[config.mk]
export PLATFORM = sky130hd
export DESIGN_NAME = clb_param
export DESIGN_NICKNAME = d
export VERILOG_FILES = /design/src/rtl/clb_param.sv
export SDC_FILE = /design/constraint.sdc
export NUM_CORES = 1
export LEC_CHECK = 0
export BUFFER_PORTS_ARGS = -buffer_cell sky130_fd_sc_hd__buf_2
export CELL_PAD_IN_SITES_DETAIL_PLACEMENT = 0
export CELL_PAD_IN_SITES_GLOBAL_PLACEMENT = 1
export CORE_MARGIN = 4
export CORE_UTILIZATION = 43
export CTS_BUF_LIST = sky130_fd_sc_hd__clkbuf_4 sky130_fd_sc_hd__clkbuf_8
export DETAILED_ROUTE_END_ITERATION = 10
export HOLD_SLACK_MARGIN = 0.12
export PLACE_DENSITY_LB_ADDON = 0.25
export SETUP_SLACK_MARGIN = 0.3
export SKIP_LAST_GASP = 1
export SLEW_MARGIN = 20
export SYNTH_ARGS = -nofsm -noshare
export SYNTH_HDL_FRONTEND = slang
export SYNTH_SLANG_ARGS = --single-unit
[constraint.sdc]
create_clock -name K -period 2.8 [get_ports K]
set_input_delay 0.84 -clock K [delete_from_list [all_inputs] [get_ports K]]
set_output_delay 0.84 -clock K [all_outputs]
set_load 0.02 [all_outputs]
[src/rtl/clb_param.sv]
// clb_param: parametrised configurable logic block tile.
//
// NUM_LUTS independent slices, each holding a 2^LUT_INPUTS-entry truth table,
// an output select (combinational LUT or flop), a feedback select (replace the
// top LUT input with the slice flop) and a 2-bit SR mode (none / set / clear /
// clock-enable). Configuration is shifted in serially, LSB end first out, so
// tiles can be daisy-chained through CFG_IN -> CFG_OUT.
//
// Ports:
//   K        clock, rising edge
//   RST      synchronous active-high reset
//   I        LUT inputs, slice n uses I[n*LUT_INPUTS +: LUT_INPUTS]
//   SR       per-slice set/reset/enable pin, meaning chosen by SRMODE
//   CFG_EN   shift enable for the config chain
//   CFG_IN   serial config data in
//   CFG_OUT  serial config data out (bit about to be shifted out)
//   CFG_DONE high while the block is configured (ACTIVE)
//   O        slice outputs, forced to 0 unless ACTIVE
//
// Slice n occupies cfg[n*SLICE_BITS +: SLICE_BITS]:
//   [TT_BITS-1:0] truth table, [TT_BITS] OSEL, [TT_BITS+1] FBSEL,
//   [TT_BITS+3:TT_BITS+2] SRMODE.
module clb_param #(
  parameter int LUT_INPUTS = 4,
  parameter int NUM_LUTS   = 2
) (
  input  logic                           K,
  input  logic                           RST,
  input  logic [NUM_LUTS*LUT_INPUTS-1:0] I,
  input  logic [NUM_LUTS-1:0]            SR,
  input  logic                           CFG_EN,
  input  logic                           CFG_IN,
  output logic                           CFG_OUT,
  output logic                           CFG_DONE,
  output logic [NUM_LUTS-1:0]            O
);

  localparam int TT_BITS    = 1 << LUT_INPUTS;
  localparam int SLICE_BITS = TT_BITS + 4;
  localparam int CFG_BITS   = NUM_LUTS * SLICE_BITS;
  localparam int CNT_W      = $clog2(CFG_BITS);
  localparam logic [CNT_W-1:0] LAST_CNT = CNT_W'(CFG_BITS - 1);

  typedef enum logic [1:0] {
    UNCFG   = 2'd0,
    LOADING = 2'd1,
    ACTIVE  = 2'd2
  } state_t;

  state_t               state, state_nxt;
  logic [CNT_W-1:0]     cnt, cnt_nxt;
  logic [CFG_BITS-1:0]  cfg;
  logic [NUM_LUTS-1:0]  q;
  logic                 active;
  logic                 run;

  // Config shift register: new bits enter at the top, cfg[0] leaves first.
  always_ff @(posedge K) begin
    if (RST) begin
      cfg <= '0;
    end else if (CFG_EN) begin
      cfg <= {CFG_IN, cfg[CFG_BITS-1:1]};
    end
  end

  assign CFG_OUT = cfg[0];

  // Load-state machine: state register.
  always_ff @(posedge K) begin
    if (RST) begin
      state <= UNCFG;
      cnt   <= '0;
    end else begin
      state <= state_nxt;
      cnt   <= cnt_nxt;
    end
  end

  // Load-state machine: next state. The counter tracks shifts already taken,
  // so the shift that finds LAST_CNT is the final bit of the chain.
  always_comb begin
    state_nxt = state;
    cnt_nxt   = cnt;
    case (state)
      UNCFG: begin
        if (CFG_EN) begin
          state_nxt = LOADING;
          cnt_nxt   = CNT_W'(1);
        end
      end
      LOADING: begin
        if (CFG_EN) begin
          if (cnt == LAST_CNT) begin
            state_nxt = ACTIVE;
            cnt_nxt   = '0;
          end else begin
            cnt_nxt = cnt + CNT_W'(1);
          end
        end
      end
      ACTIVE: begin
        if (CFG_EN) begin
          state_nxt = LOADING;
          cnt_nxt   = CNT_W'(1);
        end
      end
      default: begin
        state_nxt = UNCFG;
        cnt_nxt   = '0;
      end
    endcase
  end

  assign active   = (state == ACTIVE);
  assign CFG_DONE = active;
  // Flops only evolve while the block stays ACTIVE; an edge that leaves
  // ACTIVE (reconfiguration) clears them like any non-ACTIVE edge.
  assign run      = active && !CFG_EN;

  for (genvar n = 0; n < NUM_LUTS; n++) begin : g_slice
    logic [TT_BITS-1:0]    tt;
    logic                  osel;
    logic                  fbsel;
    logic [1:0]            srmode;
    logic [LUT_INPUTS-1:0] idx;
    logic                  lut;
    logic                  q_r;

    assign tt     = cfg[n*SLICE_BITS +: TT_BITS];
    assign osel   = cfg[n*SLICE_BITS + TT_BITS];
    assign fbsel  = cfg[n*SLICE_BITS + TT_BITS + 1];
    assign srmode = cfg[n*SLICE_BITS + TT_BITS + 2 +: 2];

    // Feedback replaces the top LUT input with last cycle's flop value.
    always_comb begin
      idx = I[n*LUT_INPUTS +: LUT_INPUTS];
      if (fbsel) begin
        idx[LUT_INPUTS-1] = q_r;
      end
    end

    assign lut = tt[idx];

    always_ff @(posedge K) begin
      if (RST) begin
        q_r <= 1'b0;
      end else if (!run) begin
        q_r <= 1'b0;
      end else if (srmode == 2'b10 && SR[n]) begin
        q_r <= 1'b0;
      end else if (srmode == 2'b01 && SR[n]) begin
        q_r <= 1'b1;
      end else if (srmode == 2'b11 && !SR[n]) begin
        q_r <= q_r;
      end else begin
        q_r <= lut;
      end
    end

    assign q[n] = q_r;
    assign O[n] = active & (osel ? q_r : lut);
  end

endmodule

==> Word-level counts from Yosys, hierarchy flattened <==
Cells that the tools add are included.
{ "word_totals": {"register_bits": 50, "in_bits": 14, "output_inout_bits": 4, "elab_cells": 61} }
{ "classes": {"add_sub_neg": 1, "n_lt_le_gt_ge": 2, "n_eq_ne": 14, "muxes": 20, "bitwise": 3, "n_reduce_logical": 16} }
{ "op_table": {"columns": ["op", "count"], "rows": [
  ["$mux W6", 3],
  ["$pmux W6 S2", 1],
  ["$eq A2 B2 Y1 const B", 5],
  ["$lt A4 B5 Y1 const B", 2],
  ["$mux W1", 10],
  ["$bmux W1 S4", 2],
  ["$ne A2 B2 Y1 const B", 4],
  ["$logic_and A1 B1 Y1", 7],
  ["$add A6 B1 Y6 const B", 1],
  ["$eq A2 B1 Y1 const B", 3],
  ["$eq A6 B6 Y1 const B", 1],
  ["$mux W2", 3],
  ["$reduce_or A3 Y1", 2],
  ["$pmux W2 S2", 1],
  ["$logic_not A1 Y1", 3],
  ["$reduce_and A3 Y1", 1],
  ["$and A1 B1 Y1", 2],
  ["$logic_not A2 Y1", 1],
  ["$ne A2 B1 Y1 const B", 1],
  ["$reduce_and A2 Y1", 1],
  ["$reduce_or A2 Y1", 1],
  ["$not A1 Y1", 1]
]} }

==> Longest topological paths before layout <==
Gate-level depths: netlist (run 1).
{ "logic_depth": {"ltp_word": 5, "mapped_depth": 5, "mapped_depth_nobuf": 4} }

==> Least setup slack after synthesis (run 1) <==
OpenSTA, ideal clock, no wires.
{ "synth_path": {"kind": "input to output", "startpoint": "input I[2]", "endpoint": "output O[0]", "arrival_time_ns": 2.190, "t_required_ns": 1.960, "slack_ns": -0.230, "stages": 5, "path_buffers": 1, "cell_sequence": "buf_6 mux2i_1 mux4_2 or2_1 a311oi_2"} }
{ "synth_between": {"elab_chain_len": 4} }
{ "synth_lines": {"columns": ["element", "line", "rtl"], "rows": [
  ["start, declared", "29", "input logic [NUM_LUTS*LUT_INPUTS-1:0] I,"],
  ["$bmux W1 S4", "142", "assign lut = tt[idx];"],
  ["$mux W1 (implied by the code)", "142", null],
  ["$mux W1", "161", "assign O[n] = active & (osel ? q_r : lut);"],
  ["$and A1 B1 Y1", "161", null],
  ["end, declared", "35", "output logic [NUM_LUTS-1:0] O"]
]} }
Every way passes these cells. The select of a mux whose other input is x is not followed.

==> Worst setup path after layout (run 1) <==
Ends and elaborated chain as after synthesis.

==> results of run 1 <==
-- worst max-delay path by stage --
| stage | start | endpoint | slack, ns |
|---|---|---|---|
| 2_1_floorplan | I[2] | O[0] | -0.11 |
| 4_1_cts | I[2] | O[0] | -0.24 |
| 6_report | I[2] | O[0] | -0.23 |
| 3_3_place_gp | I[2] | O[0] | -0.23 |
| 3_5_place_dp | I[6] | O[1] | -0.26 |
| 5_1_grt | I[2] | O[0] | -0.28 |
-- sequential cells by signal, summed over array words and instances (netlist names) --
name         cells
state            2
cfg             40
cnt              6
g_slice.q_r      2
-- stage by stage --
stage | instances | power, W | hold WS [ns]
2_1_floorplan | 239 | 0.000811 | 0.481
3_3_place_gp | 324 | 0.000842 | 0.501
6_report | 332 | 0.00126 | 0.525
3_5_place_dp | 324 | 0.000841 | 0.511
5_1_grt | 332 | 0.00131 | 0.560
4_1_cts | 332 | 0.00127 | 0.535
-- critical path, stage by stage --
cell	delay, ns
buf_2	0.14
mux2i_1	0.12
mux4_2	0.46
or2_4	0.25
a311oi_4	0.21
buf_6	0.15
-- where the power goes --
| part | total, W | leakage [nW] | internal [W] | switching (W) |
|---|---|---|---|---|
| Sequential | 0.000721 | 0.403 | 0.000715 | 0.00000623 |
| Clock | 0.000433 | 0.0517 | 0.000209 | 0.000224 |
| Combinational | 0.000104 | 0.674 | 0.0000473 | 0.0000565 |
-- layout make-up --
type                            instances  share of cell area [%]
Multi-Input combinational cell        168                    46.8
Timing Repair Buffer                   28                    7.21
Sequential cell                        50                    37.9
Clock inverter                          1                   0.190
Tap cell                               70                    3.32
Clock buffer                            7                    3.41
Inverter                                8                    1.14
-- Yosys cell counts, drive strengths merged (2+ instances only) --
cell type and number:
mux2i 58, nor2 52, dfxtp 50, buf 9
inv 8, nand2 6, a31oi 4, clkbuf 4
nand4 4, o21ai 4, xor2 4, a21oi 3
a32oi 3, nand3 3, a311oi 2, a41oi 2
mux4 2, nand3b 2, nand4b 2, nor2b 2
nor3 2, or2 2
-- logic make-up (layout without fill, tap and decap cells) --
| kind of cell | after synthesis | count (layout) | share of synthesized area, % |
|---|---|---|---|
| muxes | 61 | 61 | 27.6 |
| and+or+nand+nor | 80 | 80 | 15.6 |
| xor gates and xnor gates | 4 | 4 | 1.52 |
| AOI/OAI and AO/OA | 22 | 22 | 7.05 |
| buffers and inverters | 21 | 44 | 4.34 |
| adders and majority gates | 1 | 1 | 0.542 |
| DFF | 50 | 50 | 43.4 |
-- what timing repair did --
item / 4_1_cts / 5_1_grt
gates cloned: 0 / 0
setup buffers: 0 / 0
gates resized for setup: 7 / 0
endpoints found under the setup margin: 2 / 2
-- metal layers --
metal | vias up | track usage, % | share of wire [%]
li1 | 884 | - | -
met1 | 786 | 18.9 | 50
met2 | 23 | 24.6 | 46
met3 | 6 | 2.88 | 2.6
met4 | 0 | 4.56 | 1.1
met5 | - | 0 | 0
==> results.cfg, run 1 <==
[clock_tree]
cts_tree = built
clk_latency_ns = 0.29
cts_hold_buf = 0
clk_path_buf_depth = 2
clk_pin_slew_worst_paths_ns = 0.09
root_buffer = clkbuf_8
cts_made_buffers = 5
clkSinkCount = 50
cts_max_level = 2

[final_layout]
num_antenna_cells = 0
regArea_sq_um = 1000
area_delta_synth_final_pct = 14.3
final_common_cell = mux2i_1
design_area_sq_um = 2640
finish.utilization_pct = 51.3
layout.nets = 276
multi_input_area_sq_um = 1230
num-fill-cells = 517
final_cell_mix = mux2i_1, nor2_1, dfxtp_1
drive_above_1_share_pct = 16.4

[die]
initial_utilization_pct = 44.9
core_area_sq_um = 5140
rows = 26
die_width_um = 81.3
boundaryPins = 18
die_y_um = 81.3
die_area_sq_um = 6600

[logic_synthesis]
synth_nets = 254
yosysTopAreaCell = dfxtp_1
synth_top_cell_area_share_pct = 43.4
ys_seq_elements = 50
synth_ff_type = dfxtp_1
yosysSeqAreaShare_pct = 43.4
ys_top_cells_by_area = dfxtp_1, mux2i_1, nor2_1
synth_area_sq_um = 2310
async_flop_share_pct = 0
synth_area_per_cell_sq_um = 9.66
synth_cell_types = 35
ys.warnings.count = 0
synth_edf_count = 0
syn_inst = 239

[timing]
layout_setup_ws_ns = -0.233
final_max_slew_viol_count = 0
min_period_over_period_pct = 108
rsz0062_at_grt = true
worstMarginPinSlew_ns = 0.562
skew_ns = 0.00581
hold_viol = 0
period_needed_ns = 3.03
slew_headroom_pct = 62.5
fin_tns_setup_ns = -0.426
setup_violations = 2
fmax_ghz = 0.330

[grt]
track_usage_pct = 14.7
grt_first_pass_wirelength_mm = 7.60
overflow = 0
grt_max_degree = 32
antenna_found_initial = 0
first_global_vias = 1698

[run_status]
violations = negative setup slack
outcome = complete, but fails checks

[power]
p_per_area_nw_per_um2 = 477
power_leakage_nw = 1.13
irDropWorstVdd_uv = 270

[setup_path]
endpoint_kind = primary output
crit_fanout = 5
criticalPathCategory = input pin to primary output
cp-start-kind = input pin
arrival_ns = 2.19
r2r-end = g_slice[1].q_r
required_ns = 1.96
reg2reg_from = cfg[23]
r2r_slack_ns = 1.30
worst-r2r-cell-count = 5

[place]
placed_area_sq_um = 2520
pre_cts_ws_ns = -0.263
gp_congestion = 0.792
io_buffers = 17
place_hpwl_mm = 3.09

[routing]
drcViolationCount = 0
vias_per_cell = 5.12
routed_wl_mm = 4.25
drt_first_iter_violations = 79
wl_per_cell_um = 12.8
drtAntennaViolNets = 0
first_pass_iters = 4
via_count = 1699

[hold_path]
hold-path-endpoint = g_slice[1].q_r
holdCritStartpoint = cfg[38]
holdPathStages = 2
hold_class = flop to flop

[run]
cap_violations = 0
No activity file was read; power rests on OpenSTA's default activity.
==> run 2, diff against run 1 <==
--- a/config.mk
+++ b/config.mk
@@ -14,6 +14,7 @@
 export DETAILED_ROUTE_END_ITERATION = 10
 export HOLD_SLACK_MARGIN = 0.12
 export PLACE_DENSITY_LB_ADDON = 0.25
+export RECOVER_POWER = 100
 export SETUP_SLACK_MARGIN = 0.3
 export SKIP_LAST_GASP = 1
 export SLEW_MARGIN = 20
==> run 2 against run 1 <==
- global-route usage stayed put
- wire length is 0.16% higher
- first-iteration DRC count stayed put
- largest cell class unchanged
- non-clock buffer count stayed put
- sequential share of layout area is 0.090 points higher
- power hardly changed
- flip-flop and latch count stayed put
- worst hold slack better by 0.0031 ns
- clock power hardly changed
- largest power group unchanged
- via count is 0.29% lower
- sequential power hardly changed
- the flow still finishes with violations (negative setup slack)
- maximum frequency hardly changed
==> results.cfg, run 2 (synthesis gave the netlist of run 1 again) <==
[hold_path]
hold_class = flop to flop
holdPathStages = 2
holdCritStartpoint = cfg[2]
hold-path-endpoint = cfg[2]

[timing]
fmax_ghz = 0.330
period_needed_ns = 3.03
slew_headroom_pct = 10.5
rsz0062_at_grt = true
setup_violations = 2
min_period_over_period_pct = 108
hold_viol = 0
worstMarginPinSlew_ns = 1.34
layout_setup_ws_ns = -0.233
final_max_slew_viol_count = 0
skew_ns = 0.00476

[setup_path]
crit_path_max_incr_delay_ns = 0.46
cp_cell_sequence = buf_2 -> mux2i_1 -> mux4_2 -> or2_4 -> a311oi_4 -> buf_6
criticalPathCategory = input pin to primary output
required_ns = 1.96
endpoint_kind = primary output
cp-start-kind = input pin
r2r_slack_ns = 1.30
reg2reg_from = cfg[23]
crit_fanout = 5
crit_path_top_delay_cell = mux4_2
r2r-end = g_slice[1].q_r
worst-r2r-cell-count = 5
arrival_ns = 2.19
cpLargestDelayFamily = multiplexers
cp_num_buf_inv = 2

[clock_tree]
cts_hold_buf = 0
clk_pin_slew_worst_paths_ns = 0.08
cts_tree = built
root_buffer = clkbuf_8
clk_latency_ns = 0.29
clk_path_buf_depth = 2
cts_max_level = 2
clkSinkCount = 50
cts_made_buffers = 5

[run_status]
outcome = complete, but fails checks
violations = negative setup slack

[place]
gp_congestion = 0.792
placed_area_sq_um = 2520
pre_cts_ws_ns = -0.263
io_buffers = 17
place_hpwl_mm = 3.09

[final_layout]
largest_reg_flops = 40
final_cell_mix = mux2i_1, nor2_1, dfxtp_1
layout.nets = 276
reg_top3 = cfg: 40 flops, cnt: 6 flops
top_register = cfg
design_area_sq_um = 2630
final_common_cell = mux2i_1
area_delta_synth_final_pct = 14.0
num-fill-cells = 520
num_antenna_cells = 0
drive_above_1_share_pct = 15.3

[die]
die_width_um = 81.3
die_area_sq_um = 6600
rows = 26
boundaryPins = 18
die_y_um = 81.3
core_area_sq_um = 5140
initial_utilization_pct = 44.9

[grt]
grt_max_degree = 32
grt_first_pass_wirelength_mm = 7.60
overflow = 0
antenna_found_initial = 0
first_global_vias = 1698
track_usage_pct = 14.7

[routing]
drcViolationCount = 0
drtAntennaViolNets = 0
first_pass_iters = 4
routed_wl_mm = 4.26
vias_per_cell = 5.10
drt_first_iter_violations = 79
via_count = 1694
wl_per_cell_um = 12.8

[power]
power_leakage_nw = 1.12
irDropWorstVdd_uv = 271
p_per_area_nw_per_um2 = 478

[run]
cap_violations = 0
==> run 2: area by class of cell <==
| class | count | area [sq um] | share of cell area, % |
|---|---|---|---|
| clock buffers | 7 | 90.1 | 3.42 |
| clock inverters | 1 | 5.00 | 0.190 |
| inverters | 8 | 30.0 | 1.14 |
| multi-input cells | 168 | 1230 | 46.9 |
| flip-flops and latches | 50 | 1000 | 38.0 |
| well taps | 70 | 87.6 | 3.33 |
| repair buffers | 28 | 184 | 6.99 |
==> run 2: per-stage QoR <==
stage	setup TNS [ns]	hold WS (ns)	cells	utilization [%]	power [W]
after global routing	-0.506	0.560	332	51.2	0.00131
after floorplan	-0.218	0.481	239	-	0.000811
after global placement	-0.457	0.501	324	49.1	0.000842
after detailed placement	-0.524	0.511	324	49.1	0.000841
final	-0.426	0.528	332	51.2	0.00126
after CTS	-0.427	0.535	332	51.3	0.00127
==> run 2: how the worst max path moves through the flow <==
stage | from | end | cells after the start
finish | I[2] | O[0] | 6
global route | I[2] | O[0] | 6
CTS | I[2] | O[0] | 6
detailed placement | I[6] | O[1] | 6
global placement | I[2] | O[0] | 6
floorplan | I[2] | O[0] | 5
==> run 2: report_power, final <==
part / internal (W) / switching (W) / total (W)
combinational: 0.0000467 / 0.0000564 / 0.000103
sequential: 0.000715 / 0.00000625 / 0.000721
clock: 0.000209 / 0.000223 / 0.000433
total: 0.000971 / 0.000286 / 0.00126
==> run 2: worst register-to-register path, delay by kind of cell, from the launching register on <==
family                 cells  cell delay, ns
muxes                      2            0.55
and+or+nand+nor            1            0.25
DFF                        1            0.39
AOI/OAI and AO/OA          1            0.10
buffers and inverters      1            0.13
==> run 2: per-layer routing <==
layer	vias up	track usage [%]	wire, um
met1	781	18.9	2140
met4	0	4.56	46
met2	23	24.6	1940
met5	-	0	0
li1	884	-	-
met3	6	2.88	127
==> run 2: what timing repair did <==
item                       in CTS  in global routing
setup buffers                   0                  0
setup endpoints to repair       2                  2
resized for setup               7                  0
pin swaps                       0                  0
